## src/rtl/spi_flash_arb.sv

```systemverilog
// spi_flash_arb: shares one SPI flash pin set between the streaming reader
// (strm_*) and a direct SPI master (dir_*). The stream engine owns the pads by
// default. The direct master is granted only after the stream engine has
// acknowledged a pause with its cs_n high. Every ownership change passes
// through GAP_CYCLES clocks of idle pads (cs_n=1, sck=0, mosi=0).
//
// Ports:
//   clk, rst_n                     clock, asynchronous active-low reset
//   strm_cs_n/sck/mosi, strm_miso  stream engine SPI signals
//   strm_pause_req, strm_pause_ack pause handshake with the stream engine
//   dir_req, dir_gnt               direct master request (level) / grant
//   dir_cs_n/sck/mosi, dir_miso    direct master SPI signals
//   spi_cs_n/sck/mosi, spi_miso    pad side
//   owner_dir                      status: pad mux selects the direct master
module spi_flash_arb #(
  parameter int unsigned GAP_CYCLES = 4  // legal range 1..255
) (
  input  logic clk,
  input  logic rst_n,
  input  logic strm_cs_n,
  input  logic strm_sck,
  input  logic strm_mosi,
  output logic strm_miso,
  output logic strm_pause_req,
  input  logic strm_pause_ack,
  input  logic dir_req,
  output logic dir_gnt,
  input  logic dir_cs_n,
  input  logic dir_sck,
  input  logic dir_mosi,
  output logic dir_miso,
  output logic spi_cs_n,
  output logic spi_sck,
  output logic spi_mosi,
  input  logic spi_miso,
  output logic owner_dir
);

  localparam logic [7:0] GapLoad = 8'(GAP_CYCLES - 1);

  typedef enum logic [2:0] {
    S_STREAM,
    S_PAUSE_WAIT,
    S_GAP_TO_DIR,
    S_DIR,
    S_GAP_TO_STREAM
  } state_e;

  state_e     state_q;
  logic [7:0] cnt_q;

  // Control outputs are updated alongside the state so they always reflect
  // the state being entered.
  always_ff @(posedge clk or negedge rst_n) begin
    if (!rst_n) begin
      state_q        <= S_STREAM;
      cnt_q          <= 8'd0;
      strm_pause_req <= 1'b0;
      dir_gnt        <= 1'b0;
      owner_dir      <= 1'b0;
    end else begin
      case (state_q)
        S_STREAM: begin
          if (dir_req) begin
            state_q        <= S_PAUSE_WAIT;
            strm_pause_req <= 1'b1;
          end
        end
        S_PAUSE_WAIT: begin
          if (!dir_req) begin
            state_q        <= S_STREAM;
            strm_pause_req <= 1'b0;
          end else if (strm_pause_ack && strm_cs_n) begin
            state_q <= S_GAP_TO_DIR;
            cnt_q   <= GapLoad;
          end
        end
        S_GAP_TO_DIR: begin
          if (!dir_req) begin
            // Pads were already idle; still give the stream a full gap.
            state_q <= S_GAP_TO_STREAM;
            cnt_q   <= GapLoad;
          end else if (cnt_q == 8'd0) begin
            state_q   <= S_DIR;
            dir_gnt   <= 1'b1;
            owner_dir <= 1'b1;
          end else begin
            cnt_q <= cnt_q - 8'd1;
          end
        end
        S_DIR: begin
          if (!dir_req) begin
            state_q   <= S_GAP_TO_STREAM;
            cnt_q     <= GapLoad;
            dir_gnt   <= 1'b0;
            owner_dir <= 1'b0;
          end
        end
        S_GAP_TO_STREAM: begin
          // dir_req is deliberately ignored here: S_STREAM is always held for
          // at least one cycle so the stream engine sees pause_req low.
          if (cnt_q == 8'd0) begin
            state_q        <= S_STREAM;
            strm_pause_req <= 1'b0;
          end else begin
            cnt_q <= cnt_q - 8'd1;
          end
        end
        default: begin
          state_q        <= S_STREAM;
          cnt_q          <= 8'd0;
          strm_pause_req <= 1'b0;
          dir_gnt        <= 1'b0;
          owner_dir      <= 1'b0;
        end
      endcase
    end
  end

  // Pad mux selected from the registered state only; the selection flips
  // only around gap states, so an active bus is never switched mid-transfer.
  always_comb begin
    spi_cs_n = 1'b1;
    spi_sck  = 1'b0;
    spi_mosi = 1'b0;
    case (state_q)
      S_STREAM, S_PAUSE_WAIT: begin
        spi_cs_n = strm_cs_n;
        spi_sck  = strm_sck;
        spi_mosi = strm_mosi;
      end
      S_DIR: begin
        spi_cs_n = dir_cs_n;
        spi_sck  = dir_sck;
        spi_mosi = dir_mosi;
      end
      default: begin
        spi_cs_n = 1'b1;
        spi_sck  = 1'b0;
        spi_mosi = 1'b0;
      end
    endcase
  end

  assign strm_miso = owner_dir ? 1'b0 : spi_miso;
  assign dir_miso  = owner_dir ? spi_miso : 1'b0;

endmodule
```

## config.mk

```make
export PLATFORM = sky130hd
export DESIGN_NAME = spi_flash_arb
export DESIGN_NICKNAME = d
export VERILOG_FILES = /design/src/rtl/spi_flash_arb.sv
export SDC_FILE = /design/constraint.sdc
export NUM_CORES = 1
export LEC_CHECK = 0
export ABC_CLOCK_PERIOD_IN_PS = 1900
export CORE_MARGIN = 3
export CORE_UTILIZATION = 47
export CTS_CLUSTER_SIZE = 16
export DETAILED_ROUTE_END_ITERATION = 16
export PLACE_DENSITY_LB_ADDON = 0.15
export SYNTH_ARGS = -nofsm -noshare
export SYNTH_HDL_FRONTEND = slang
export SYNTH_SLANG_ARGS = --single-unit
```

## constraint.sdc

```tcl
create_clock -name clk -period 1.9 [get_ports clk]
set_input_delay 0.19 -clock clk [delete_from_list [all_inputs] [get_ports clk]]
set_output_delay 0.19 -clock clk [all_outputs]
set_load 0.02 [all_outputs]
```

==> summary.txt <==
STA
  – Hold slack: 0.278 ns
  – Final worst path period need: 1.87 ns
  – Final Slew Violations: 0
  – Fmax: 536 MHz
  – Setup TNS: 0 ns
  – Hold Vio Cnt, Final: 0
  – Setup violations, final: 0
  – Slew Limit Headroom: 59.5%
  – Fin crit share: 98.2%
  – Worst Tran Pin Value: 0.605 ns
  – Skew final: 0.00523 ns

Synth
  – Syn_nets: 112
  – Top_reg_cell synth: dfrtp_1
  – Synth Instances: 99
  – Sequential area share after synthesis: 37.2%
  – Number of synthesized register bits: 13
  – Mapped cell area: 875 um2
  – Number of flops mapped to enable cells by yosys: 0
  – Share of the synthesized area in the top cell type: 37.2%
  – Async SR Flop Fraction: 100%
  – Top cells by area, synth: dfrtp_1 37%, o31ai_1 6.9%, a22o_1 4.0%
  – Syn avg cell area: 8.83 um2
  – Cell variety after synth: 39
  – Synth warn: 0
  – Yosys top cell by area: dfrtp_1

Placement
  – Dpl cells: 140
  – Post-detail-place hpwl: 1670 um
  – Buffers on Ports: 18
  – GPL Wtd Cong: 0.834

Pwr
  – Leak Pwr: 0.000512 uW
  – Int Power: 381 uW
  – Max IR drop VDD: 0.000375 V
  – Overall power: 503 uW
  – Switch share: 24.2%
  – Combinational power share: 8.5%
  – Seq pwr share: 55.3%
  – PwrDens: 436 nW/um2
  – Clk pwr share: 36.3%
  – Switching power total: 122 uW

Cells and area
  – Ant diodes: 0
  – Layout Nets: 136
  – Fin cells: 146
  – Commonest non-fill, non-tap cell in the layout: clkdlybuf4s50_1
  – Most frequent cells in the layout: 16 x clkdlybuf4s50_1, 10 x dfrtp_1, 8 x o31ai_1, 7 x buf_4
  – Share of layout cells above drive strength 1: 18.9%
  – Fin util: 70.8%
  – Area delta synth->final: 31.9%

Clock tree
  – CTS Buf Count: 3
  – Reg clk slew, reported paths: 0.09 ns
  – CTS max path bufs: 2
  – TritonCTS clock tree: built
  – Clk sinks: 13
  – Worst-Skew Late Latency: 0.28 ns
  – Clock Root Buffer: clkbuf_4
  – CTS H-tree depth: 1

Route
  – Drt drc: 0
  – Final ANT Viol Nets: 0
  – Initial DRC Count: 35
  – Routed wire per std cell: 15.5 um
  – Post-Route WL: 2270 um
  – Via/cell ratio: 5.90
  – First-pass DRT Iterations: 4
  – Vias: 861

Floorplanning
  – Die area: 2410 um2
  – Die Ht: 49.1 um
  – Core area: 1630 um2
  – Starting density of the core: 53.7%
  – Row cnt: 14
  – IO Count: 19
  – Die width: 49.1 um

Critical path
  – Worst-path cell chain: nand2_1 > o22ai_1 > nand2_1 > clkdlybuf4s50_1
  – Internal reg-to-reg setup slack: 0.09 ns
  – Startpoint types: flop
  – CP max stage delay: 0.62 ns
  – Critical path's top delay family: buffers and inverters
  – Worst setup EP type: output port
  – Critical-path maximum fanout: 13
  – Buffer and inverter count on the worst path: 1
  – Most used cell, CP: nand2_1
  – Reg-to-Reg Start: cnt_q[1]
  – Critical path type: reg2out
  – Crit path required time: 1.71 ns
  – Crit-path slowest cell: clkdlybuf4s50_1
  – CP Launch Point: state_q[0]
  – Worst EP arrival: 1.68 ns

Global routing
  – First-pass GRT wire length: 3950 um
  – Initial antenna violation count: 0
  – Largest net degree at the start of global routing: 17
  – GR Overflow Total: 0
  – Number of global-route vias before repair: 791
  – Total track usage: 21.1%

Status
  – Outcome: finished, final reports clean

Run
  – Max-cap violations: 0

Min path
  – HP Class: in2async
## per-stage QoR
step | setup WS (ns) | cell area, um2
final | 0.0341 | 1150
after global routing | -0.0286 | 1150
after CTS | 0.0367 | 1110
after detailed placement | 0.0150 | 1090
after global placement | 0.0585 | 1090
after floorplan | 0.164 | 875
## path summary, 6_finish.rpt
| path | endpoint | depth (start not counted) |
|---|---|---|
| worst min-delay path | cnt_q[6] | 1 |
| min in group clk | cnt_q[7] | 1 |
| worst min register to register | cnt_q[7] | 1 |
| max in group asynchronous | state_q[0] | 1 |
| worst max register to register | cnt_q[6] | 6 |
| worst max-delay path | spi_cs_n | 4 |
## layer usage
layer | part of all wire, % | up-vias | GRT usage, %
li1 | - | 417 | -
met1 | 46 | 412 | 30.8
met2 | 47 | 28 | 30.8
met3 | 5.1 | 4 | 3.06
met4 | 1.3 | 0 | 8.53
met5 | 0 | - | 0
## kinds of logic after synthesis
| logic type | after synthesis | share of synthesized area, % |
|---|---|---|
| flip-flops | 13 | 37.2 |
| AO/OA/AOI/OAI | 39 | 32.3 |
| AND/OR/NAND/NOR | 33 | 20.9 |
| buffers and inverters | 12 | 6.72 |
| adder cells (fa/ha/maj) | 2 | 2.86 |
## synthesized netlist by cell type (2+ instances only)
cell	count
dfrtp_1	13
o31ai_1	8
a21oi_1	6
inv_1	6
nand2_1	6
nor2_1	6
nor2b_1	5
o21ai_0	5
a22o_1	4
o22ai_1	3
a21o_1	2
and2_1	2
buf_2	2
clkbuf_1	2
ha_1	2
nand2b_1	2
nand3_1	2
nor3_1	2
## what timing repair did
action / in CTS / in global routing
setup buffers: 0 / 2
hold buffers: 0 / 0
endpoints found under the setup margin: 3 / 4
pin swaps: 0 / 0
resized for setup: 5 / 7
## power by group through the flow
stage,Combinational [uW],Sequential [uW],Clock [uW]
after floorplan,6.83,285,0
after global placement,41.8,284,0
after detailed placement,42.9,284,0
after CTS,43.1,278,188
after global routing,46.2,279,209
final,42.6,278,182
## state kept, by name (all words and copies together), names as in the netlist
register / count
cnt_q: 8
owner_dir: 1
state_q: 3
strm_pause_req: 1
## cell type report
cell class | count | area [um2]
multi-input cells | 74 | 514
fillers | 141 | 475
flip-flops and latches | 13 | 329
repair buffers | 25 | 230
well taps | 24 | 30.0
clock buffers | 3 | 22.5
inverters | 6 | 22.5
clock inverters | 1 | 5.00
(Power assumes the default switching activity.)
